==> src/rtl/matrix_pkg.sv <==
// Shared definitions for the matrix scan reader: defaults, scan states and tag width.
package matrix_pkg;

    localparam int MAX_DIM    = 128;
    localparam int DATA_W_DEF = 32;
    localparam int ADDR_W_DEF = 8;

    typedef enum logic [1:0] {
        IDLE,
        SCAN,
        DRAIN
    } scan_state_t;

    // Buffered entry layout: {data, m, n, last}
    function automatic int tag_width(input int data_w, input int addr_w);
        return data_w + 2 * addr_w + 1;
    endfunction

    localparam int TAG_W_DEF = DATA_W_DEF + 2 * ADDR_W_DEF + 1;

endpackage

==> src/rtl/matrix_tag_fifo.sv <==
// Synchronous FIFO with a registered head; count includes the entry shown at the head.
module matrix_tag_fifo
    import matrix_pkg::*;
#(
    parameter int WIDTH = TAG_W_DEF,
    parameter int DEPTH = 4
) (
    input  logic                         clk,
    input  logic                         reset,
    input  logic                         push,
    input  logic [WIDTH-1:0]             push_data,
    input  logic                         pop,
    output logic                         head_valid,
    output logic [WIDTH-1:0]             head_data,
    output logic [$clog2(DEPTH+1)-1:0]   count
);

    localparam int PTR_W = (DEPTH > 1) ? $clog2(DEPTH) : 1;
    localparam int CNT_W = $clog2(DEPTH + 1);

    logic [WIDTH-1:0] mem [DEPTH];
    logic [PTR_W-1:0] wr_ptr, rd_ptr, rd_ptr_nx;
    logic [CNT_W-1:0] count_nx;

    function automatic logic [PTR_W-1:0] bump(input logic [PTR_W-1:0] p);
        return (p == PTR_W'(DEPTH - 1)) ? '0 : p + 1'b1;
    endfunction

    always_comb begin
        rd_ptr_nx = pop ? bump(rd_ptr) : rd_ptr;
        count_nx  = count + CNT_W'(push) - CNT_W'(pop);
    end

    always_ff @(posedge clk) begin
        if (push) mem[wr_ptr] <= push_data;
    end

    // The head mirrors mem[rd_ptr_nx]; an entry written this cycle into that slot is bypassed.
    always_ff @(posedge clk or negedge reset) begin
        if (!reset) begin
            wr_ptr     <= '0;
            rd_ptr     <= '0;
            count      <= '0;
            head_valid <= 1'b0;
            head_data  <= '0;
        end else begin
            if (push) wr_ptr <= bump(wr_ptr);
            rd_ptr     <= rd_ptr_nx;
            count      <= count_nx;
            head_valid <= (count_nx != '0);
            head_data  <= (push && (wr_ptr == rd_ptr_nx)) ? push_data : mem[rd_ptr_nx];
        end
    end

endmodule

==> src/rtl/matrix_scan_reader.sv <==
// Walks mn_matrix in row- or column-major order and re-emits entries as a tagged stream.
module matrix_scan_reader
    import matrix_pkg::*;
#(
    parameter int DATA_W     = DATA_W_DEF,
    parameter int ADDR_W     = ADDR_W_DEF,
    parameter int RD_LAT     = 1,
    parameter int FIFO_DEPTH = 4
) (
    input  logic              clk,
    input  logic              reset,
    input  logic              start,
    input  logic              col_major,
    input  logic [ADDR_W-1:0] m_dim,
    input  logic [ADDR_W-1:0] n_dim,
    output logic              busy,
    output logic              done,
    output logic              mem_read,
    output logic [ADDR_W-1:0] mem_m_addr,
    output logic [ADDR_W-1:0] mem_n_addr,
    input  logic [DATA_W-1:0] mem_data,
    output logic              out_valid,
    input  logic              out_ready,
    output logic [DATA_W-1:0] out_data,
    output logic [ADDR_W-1:0] out_m,
    output logic [ADDR_W-1:0] out_n,
    output logic              out_last
);

    localparam int TAG_W = tag_width(DATA_W, ADDR_W);
    localparam int CNT_W = $clog2(FIFO_DEPTH + 1);
    localparam int unsigned DEPTH_U = FIFO_DEPTH;

    scan_state_t state, state_nx;

    logic [ADDR_W-1:0] m_lim, n_lim, m_cnt, n_cnt;
    logic              col_r;
    logic              m_end, n_end, is_last;
    logic              start_ok, start_zero, zero_done;
    logic              credit_ok, push, pop;
    int unsigned       inflight;

    logic [ADDR_W-1:0] pipe_m    [RD_LAT];
    logic [ADDR_W-1:0] pipe_n    [RD_LAT];
    logic              pipe_last [RD_LAT];
    logic              pipe_vld  [RD_LAT];

    logic [CNT_W-1:0]  fifo_count;
    logic              head_valid;
    logic [TAG_W-1:0]  head;

    assign start_ok   = (state == IDLE) && start && (m_dim != '0) && (n_dim != '0);
    assign start_zero = (state == IDLE) && start && ((m_dim == '0) || (n_dim == '0));
    assign m_end      = (m_cnt == m_lim - ADDR_W'(1));
    assign n_end      = (n_cnt == n_lim - ADDR_W'(1));
    assign is_last    = m_end && n_end;
    assign pop        = head_valid && out_ready;

    // Buffered entries plus reads still in the tag pipe must fit in the FIFO.
    always_comb begin
        inflight = 0;
        for (int unsigned i = 0; i < RD_LAT; i++) inflight += 32'(pipe_vld[i]);
        credit_ok = (32'(fifo_count) + inflight) < DEPTH_U;
    end

    always_ff @(posedge clk or negedge reset) begin
        if (!reset) state <= IDLE;
        else        state <= state_nx;
    end

    always_comb begin
        state_nx = state;
        mem_read = 1'b0;
        done     = zero_done;
        case (state)
            IDLE:  if (start_ok) state_nx = SCAN;
            SCAN: begin
                mem_read = credit_ok;
                if (credit_ok && is_last) state_nx = DRAIN;
            end
            DRAIN: if (pop && out_last) begin
                done     = 1'b1;
                state_nx = IDLE;
            end
            default: state_nx = IDLE;
        endcase
    end

    assign busy = (state != IDLE);

    always_ff @(posedge clk or negedge reset) begin
        if (!reset) begin
            m_lim     <= '0;
            n_lim     <= '0;
            m_cnt     <= '0;
            n_cnt     <= '0;
            col_r     <= 1'b0;
            zero_done <= 1'b0;
        end else begin
            zero_done <= start_zero;
            if (start_ok) begin
                m_lim <= m_dim;
                n_lim <= n_dim;
                col_r <= col_major;
                m_cnt <= '0;
                n_cnt <= '0;
            end else if (mem_read && !is_last) begin
                if (!col_r) begin
                    if (n_end) begin
                        n_cnt <= '0;
                        m_cnt <= m_cnt + 1'b1;
                    end else begin
                        n_cnt <= n_cnt + 1'b1;
                    end
                end else begin
                    if (m_end) begin
                        m_cnt <= '0;
                        n_cnt <= n_cnt + 1'b1;
                    end else begin
                        m_cnt <= m_cnt + 1'b1;
                    end
                end
            end
        end
    end

    assign mem_m_addr = m_cnt;
    assign mem_n_addr = n_cnt;

    always_ff @(posedge clk or negedge reset) begin
        if (!reset) begin
            for (int unsigned i = 0; i < RD_LAT; i++) begin
                pipe_m[i]    <= '0;
                pipe_n[i]    <= '0;
                pipe_last[i] <= 1'b0;
                pipe_vld[i]  <= 1'b0;
            end
        end else begin
            pipe_m[0]    <= m_cnt;
            pipe_n[0]    <= n_cnt;
            pipe_last[0] <= is_last;
            pipe_vld[0]  <= mem_read;
            for (int unsigned i = 1; i < RD_LAT; i++) begin
                pipe_m[i]    <= pipe_m[i-1];
                pipe_n[i]    <= pipe_n[i-1];
                pipe_last[i] <= pipe_last[i-1];
                pipe_vld[i]  <= pipe_vld[i-1];
            end
        end
    end

    assign push = pipe_vld[RD_LAT-1];

    matrix_tag_fifo #(
        .WIDTH (TAG_W),
        .DEPTH (FIFO_DEPTH)
    ) u_fifo (
        .clk        (clk),
        .reset      (reset),
        .push       (push),
        .push_data  ({mem_data, pipe_m[RD_LAT-1], pipe_n[RD_LAT-1], pipe_last[RD_LAT-1]}),
        .pop        (pop),
        .head_valid (head_valid),
        .head_data  (head),
        .count      (fifo_count)
    );

    assign out_valid = head_valid;
    assign {out_data, out_m, out_n, out_last} = head;

endmodule

==> config.mk <==
export PLATFORM = sky130hd
export DESIGN_NAME = matrix_scan_reader
export DESIGN_NICKNAME = d
export VERILOG_FILES = /design/src/rtl/matrix_pkg.sv /design/src/rtl/matrix_tag_fifo.sv /design/src/rtl/matrix_scan_reader.sv
export SDC_FILE = /design/constraint.sdc
export NUM_CORES = 1
export LEC_CHECK = 0
export BUFFER_PORTS_ARGS = -buffer_cell sky130_fd_sc_hd__buf_2
export CORE_MARGIN = 8
export CORE_UTILIZATION = 59
export DETAILED_ROUTE_END_ITERATION = 8
export PLACE_DENSITY = 0.77
export SLEW_MARGIN = 20
export SYNTH_ARGS = -nofsm -noshare
export SYNTH_HDL_FRONTEND = slang
export SYNTH_SLANG_ARGS = --single-unit
export TNS_END_PERCENT = 1
==> constraint.sdc <==
create_clock -name clk -period 3.4 [get_ports clk]
set_clock_uncertainty 0.05 [all_clocks]
set_input_delay 0.17 -clock clk [delete_from_list [all_inputs] [get_ports clk]]
set_output_delay 0.17 -clock clk [all_outputs]
set_load 0.03 [all_outputs]
==> flow_summary.ini, run 1 <==
[sta]
fin_tns_setup_ns = 0
layout_setup_ws_ns = 0.210
post-route-period-util_pct = 93.8
min_period_ns = 3.19
finalHoldViolations = 0
setup_violations = 0
tightestPinTransition_ns = 0.955
maxSlewViolCount = 0
fmax_ghz = 0.313
relSlewSlack_pct = 36.4
rsz0062_at_grt = false

[yosys]
synthAdderAreaFrac_pct = 1.38
synth_area_per_cell_sq_um = 11.7
ys_warn_count = 0
synthMuxAreaShare_pct = 0.243
synth_edf_count = 196
yosys.area_share.simple_pct = 17.2
synthXorXnorAreaFrac_pct = 1.42
syn_nets = 1122
synthArstFlopShare_pct = 36.2
synth_cell_type_count = 63
synth_top_family_by_area = simple AND/OR/NAND/NOR gates
synthCells = 1056
synth_top_cell_by_area = edfxtp_1
yosys.area.top_type_share_pct = 47.6
synth_area_leaders = edfxtp_1 48%, dfrtp_1 22%, nand2_1 11%, o21ai_0 4.5%, nand3_1 2.3%
ys_ff_latch = 307
ys.flop_type = edfxtp_1
ys_seq_area_share_pct = 70.1
synth-compound-area-share_pct = 7.67
mappedNetlistArea_sq_mm = 0.0124

[place]
hpwlAfterDp_mm = 15.1
place_congestion = 0.819
dp_slack_ns = 0.200
portBuffers = 121
place_area_sq_mm = 0.0134

[critical_path]
crit_path_max_fanout = 6
end_kind = flip-flop
cp.required_ns = 3.82
cp_top_family = simple AND/OR/NAND/NOR gates
crit_path_top_delay_cell = or4b_1
path_buf_inv = 1
crit_chain = inv_1 > ha_1 > or3b_4 > or4_1 > a2111o_1 > nor3_4 > o21ai_2 > or4b_1 > a21oi_1
path_class = reg -> reg
startpoint_type = flip-flop
worstPathArrival_ns = 3.61
critPathMaxStageDelay_ns = 0.51

[finish]
synthToLayoutAreaGrowth_pct = 20.5
final_nets = 1296
n_antenna_cell = 0
stdcell_area_sq_mm = 0.0149
drive_above_1_share_pct = 16.8

[job]
drv_cap = 0

[die]
die_x_microns = 161
die_y_microns = 161
initial_core_util_pct = 59.4
ios = 122
rows = 53
dieArea_sq_mm = 0.0259
core_sq_mm = 0.0208

[grt]
grt_pass1_wl_mm = 43.3
grt_pass1_vias = 8579
grt-ovfl-total = 0
grt.total_usage_pct = 20.4
antenna_found_initial = 0
grt_start_max_net_pins = 101

[min_path]
worst_hold_path_type = in -> async

[clock_tree]
insertion_delay_ns = 0.54
numCtsBuffers = 30
htree_levels = 1
cts_tree = built
cts_buffer_depth = 3
clockRootBuffer = clkbuf_16
clk_pin_slew_ns = 0.06
cts_sinks = 307
post_cts_buffers = 0

[routing]
wirelength_mm = 26.3
first_iter_violations = 671
first_pass_iters = 5
drc_errors = 0
detail_route.vias_per_cell = 5.52
wl_per_cell_microns = 17.2
ant_nets = 0
vias = 8444

[power]
p_per_area_mw_per_mm2 = 942
leakage_nw = 6.18
vdd_drop_max_v = 0.000600

[outcome]
outcome = finished clean
==> flip-flops by register name (all words and copies together) (netlist names), 2 cells and up <==
signal and cells:
u_fifo.wr_ptr 2, mem_n_addr 8, mem_m_addr 8, u_fifo.count 3, u_fifo.mem 196, state 2, n_lim 8, u_fifo.head_data 49
pipe_m 8, u_fifo.rd_ptr 2, pipe_n 8, m_lim 8
==> routing by layer <==
metal / global-route usage [%] / wire length, microns
met2: 34.9 / 13200
met3: 4.40 / 1970
met1: 26.3 / 10800
met4: 4.42 / 294
met5: 0 / 0
==> report_power, final <==
part	total, mW	leakage (nW)	switching [mW]	internal [mW]
registers	5.72	3.17	0.528	5.19
clock network	3.26	0.484	1.35	1.91
logic	5.06	2.52	3.48	1.58
total	14.0	6.18	5.36	8.68
==> final cells by class <==
class                           instances  area [sq um]
Sequential cell                       307          8660
Fill cell                            1345          5920
Multi-Input combinational cell        683          3480
Timing Repair Buffer                  191          1350
Clock buffer                           40           850
Tap cell                              275           344
Clock inverter                         16           139
Inverter                               17          65.1
==> logic make-up (layout without fill, tap and decap cells) <==
family | count (synthesis) | count (layout)
flip-flops | 307 | 307
multiplexers | 3 | 3
AO/OA/AOI/OAI | 159 | 159
buffers and inverters | 66 | 264
XOR/XNOR | 20 | 20
adder cells (fa/ha/maj) | 13 | 13
AND/OR/NAND/NOR | 488 | 488
==> layout by cell type, fill, tap and decap left out, types with 6 or more instances in the layout <==
cell	count
buf_2	120
inv_1	15
and3_1	10
nand3_1	56
edfxtp_1	196
xnor2_1	12
o21ai_0	110
nand2_1	351
buf_12	7
clkbuf_16	31
dfrtp_1	111
dlygate4sd3_1	53
clkinv_2	9
nor4_1	7
ha_1	12
buf_4	11
nand2b_1	9
xor2_1	8
nor2_1	11
o211ai_1	6
==> stage by stage <==
step | hold WS (ns) | total power [mW] | instances | utilization [%]
floorplan | -0.176 | 9.16 | 1056 | -
global placement | -0.0246 | 10.6 | 1420 | 64.3
detailed placement | -0.0208 | 10.8 | 1420 | 64.3
CTS | 0.208 | 14.1 | 1529 | 71.6
global route | 0.256 | 15.0 | 1529 | 71.6
finish | 0.152 | 14.0 | 1529 | 71.6
==> worst paths after layout <==
kind | end | start | slack [ns] | cells past startpoint
max reg2reg | mem_m_addr[1]$_DFFE_PN0P_ | n_lim[0]$_DFFE_PN0P_ | 0.21 | 9
max in group asynchronous | u_fifo.head_data[12]$_DFF_PN0_ | reset | 2.31 | 3
max | mem_m_addr[1]$_DFFE_PN0P_ | n_lim[0]$_DFFE_PN0P_ | 0.21 | 9
min | u_fifo.head_data[23]$_DFF_PN0_ | reset | 0.15 | 3
min in group clk | m_lim[7]$_DFFE_PN0P_ | m_dim[7] | 0.32 | 4
min reg2reg | u_fifo.mem[1][0]$_DFFE_PP_ | pipe_last$_DFF_PN0_ | 0.46 | 0
==> synthesized netlist by cell type, types with 7 or more instances <==
cell type / instances
nand3_1: 56
nand2_1: 351
ha_1: 12
o21ai_0: 110
dfrtp_1: 111
nor2_1: 11
edfxtp_1: 196
nor4_1: 7
and2_1: 9
clkbuf_1: 42
xnor2_1: 12
nand2b_1: 9
xor2_1: 8
and3_1: 11
inv_1: 15
==> worst register-to-register path: stages, from the launching register on <==
cell and delay [ns]:
dfrtp_1 0.41, inv_1 0.09, ha_1 0.20, or3b_4 0.40, or4_1 0.42, a2111o_1 0.49, nor3_4 0.32, o21ai_2 0.09
or4b_1 0.51, a21oi_1 0.15
==> timing repair <==
action / 4_1_cts / 5_1_grt
gates resized for setup: 0 / 0
endpoints found under the hold margin: 289 / 0
hold buffers: 53 / 0
Note: power is estimated with default switching activity, not from simulation.
==> inputs of run 2 (changes only) <==
--- a/config.mk
+++ b/config.mk
@@ -7,9 +7,10 @@
 export LEC_CHECK = 0
 export BUFFER_PORTS_ARGS = -buffer_cell sky130_fd_sc_hd__buf_2
 export CORE_MARGIN = 8
-export CORE_UTILIZATION = 59
+export CORE_UTILIZATION = 61
+export CTS_BUF_LIST = sky130_fd_sc_hd__clkbuf_8
 export DETAILED_ROUTE_END_ITERATION = 8
-export PLACE_DENSITY = 0.77
+export PLACE_DENSITY = 0.79
 export SLEW_MARGIN = 20
 export SYNTH_ARGS = -nofsm -noshare
 export SYNTH_HDL_FRONTEND = slang
==> run 2 against run 1 <==
  * Flip-flop and latch count is the same
  * Combinational power fell by 1%
  * Final cell count rose by 1.7%
  * Maximum frequency fell by 0.97%
  * Wire length rose by 0.95%
  * Via count up 1.1%
  * Sequential power about the same
  * Power fell by 3.1%
  * Critical endpoint unchanged
  * Core utilization grew 2.1 points
  * Sequential share of layout area grew 0.58 points
  * Count of clock-buffer cells in the layout increased by 10
  * Die area shrank 3.0%
==> flow_summary.ini, run 2 (synthesis results as in run 1) <==
[outcome]
outcome = finished clean

[die]
ios = 122
initial_core_util_pct = 61.7
die_y_microns = 158
die_x_microns = 158
rows = 52
dieArea_sq_mm = 0.0251
core_sq_mm = 0.0200

[clock_tree]
cts_sinks = 307
clk_pin_slew_ns = 0.06
htree_levels = 2
insertion_delay_ns = 0.56
clockRootBuffer = clkbuf_8
post_cts_buffers = 0
cts_buffer_depth = 3
cts_resized = 0
cts_tree = built
numCtsBuffers = 47

[job]
drv_cap = 0

[grt]
grt-ovfl-total = 0
grt_start_max_net_pins = 100
grt_pass1_wl_mm = 42.5
grt.total_usage_pct = 21.5
grt_pass1_vias = 8618
antenna_found_initial = 0

[power]
vdd_drop_max_v = 0.000884
p_int_mw = 8.25
power.switching_mw = 5.35
comb_power_share_pct = 36.7
switching_share_pct = 39.3
p_per_area_mw_per_mm2 = 922
pwr-share-seq_pct = 42.2
leakage_nw = 6.21
p_clk_share_pct = 21.2

[finish]
n_antenna_cell = 0
largest_reg_flops = 196
final_nets = 1313
layout_common_cells = 351 x nand2_1, 196 x edfxtp_1, 120 x buf_2
synthToLayoutAreaGrowth_pct = 19.3
regMostFlops = u_fifo.mem
multi_input_area_sq_mm = 0.00349
fin_util_pct = 73.6
drive_above_1_share_pct = 17.4
fillers = 1322
layout_commonest_cell = nand2_1
regArea_sq_mm = 0.00866
largest_registers = u_fifo.mem x196, u_fifo.head_data x49

[critical_path]
end_kind = flip-flop
cp.required_ns = 3.82
rr_worst_depth = 9
crit_path_max_fanout = 6
worstPathArrival_ns = 3.64
path_class = reg -> reg
r2r-end = mem_m_addr[1]$_DFFE_PN0P_
r2r_slack_ns = 0.18
reg2reg_from = n_lim[0]$_DFFE_PN0P_
startpoint_type = flip-flop

[routing]
drc_errors = 0
first_pass_iters = 5
detail_route.vias_per_cell = 5.49
wl_per_cell_microns = 17.1
wirelength_mm = 26.5
ant_nets = 0
vias = 8541
first_iter_violations = 728

[sta]
whs_ns = 0.0541
fin_tns_setup_ns = 0
finalHoldViolations = 0
relSlewSlack_pct = 29.3
tightestPinTransition_ns = 1.06
rsz0062_at_grt = false
post-route-period-util_pct = 94.8
maxSlewViolCount = 0
min_period_ns = 3.22
setup_violations = 0
fmax_ghz = 0.310

[min_path]
worst_hold_path_type = in -> async

[place]
portBuffers = 121
hpwlAfterDp_mm = 15.4
place_congestion = 0.813
run 2: changes by cell type in the layout (fill, tap and decap cells not counted), sizes merged:
| cell | change |
|---|---|
| clkinv | +4 |
| buf | +1 |
| clkbuf | +10 |
| inv | +20 |
| clkinvlp | -3 |
| dlygate4sd3 | -1 |
run 2: cell type report:
| class | instances | area share (%) |
|---|---|---|
| sequential | 307 | 58.7 |
| multi-input combinational | 683 | 23.6 |
| timing repair buffer | 191 | 8.82 |
| clock buffer | 50 | 4.66 |
| tap | 270 | 2.29 |
| clock inverter | 37 | 1.42 |
| inverter | 17 | 0.441 |
run 2: what timing repair did:
action	in CTS	in global routing
endpoints found under the hold margin	213	0
setup endpoints to repair	0	0
hold buffers	52	0
run 2: worst max-delay path: stages, from the launching register on:
cell and delay [ns]:
dfrtp_1 0.41, inv_1 0.09, ha_1 0.21, or3b_4 0.40, or4_1 0.40, a2111o_1 0.49
nor3_4 0.31, o21ai_2 0.10, or4b_1 0.53, a21oi_1 0.17
run 2: power by group through the flow:
stage	sequential (mW)	combinational (mW)	clock (mW)
detailed placement	5.79	4.97	0
global placement	5.76	4.82	0
floorplan	6.36	2.80	0
finish	5.73	4.99	2.88
global route	5.84	5.55	3.09
CTS	5.73	5.04	2.93
run 2: per-layer routing:
metal	track usage, %	vias to the layer above	wire length [microns]
li1	-	4083	-
met4	7.41	0	481
met1	26.9	4119	11000
met2	37.0	291	13100
met3	4.02	48	1880
met5	0	-	0
run 2: worst max path at each step:
stage	slack, ns	cells after the start	start	end
floorplan	0.42	9	n_lim[0]$_DFFE_PN0P_	mem_m_addr[1]$_DFFE_PN0P_
global placement	0.30	9	n_lim[0]$_DFFE_PN0P_	mem_n_addr[7]$_DFFE_PN0P_
detailed placement	0.22	9	n_lim[0]$_DFFE_PN0P_	mem_m_addr[1]$_DFFE_PN0P_
CTS	0.21	9	n_lim[0]$_DFFE_PN0P_	mem_m_addr[1]$_DFFE_PN0P_
global route	0.03	9	n_lim[0]$_DFFE_PN0P_	mem_m_addr[1]$_DFFE_PN0P_
finish	0.18	9	n_lim[0]$_DFFE_PN0P_	mem_m_addr[1]$_DFFE_PN0P_
run 2: per-stage QoR:
| stage | cell area (sq um) | setup WS, ns | total power, mW | instances |
|---|---|---|---|---|
| 2_1_floorplan | 12400 | 0.421 | 9.16 | 1056 |
| 3_3_place_gp | 13300 | 0.298 | 10.6 | 1416 |
| 3_5_place_dp | 13300 | 0.217 | 10.8 | 1416 |
| 4_1_cts | 14800 | 0.206 | 13.7 | 1555 |
| 5_1_grt | 14800 | 0.0271 | 14.5 | 1555 |
| 6_report | 14800 | 0.178 | 13.6 | 1555 |
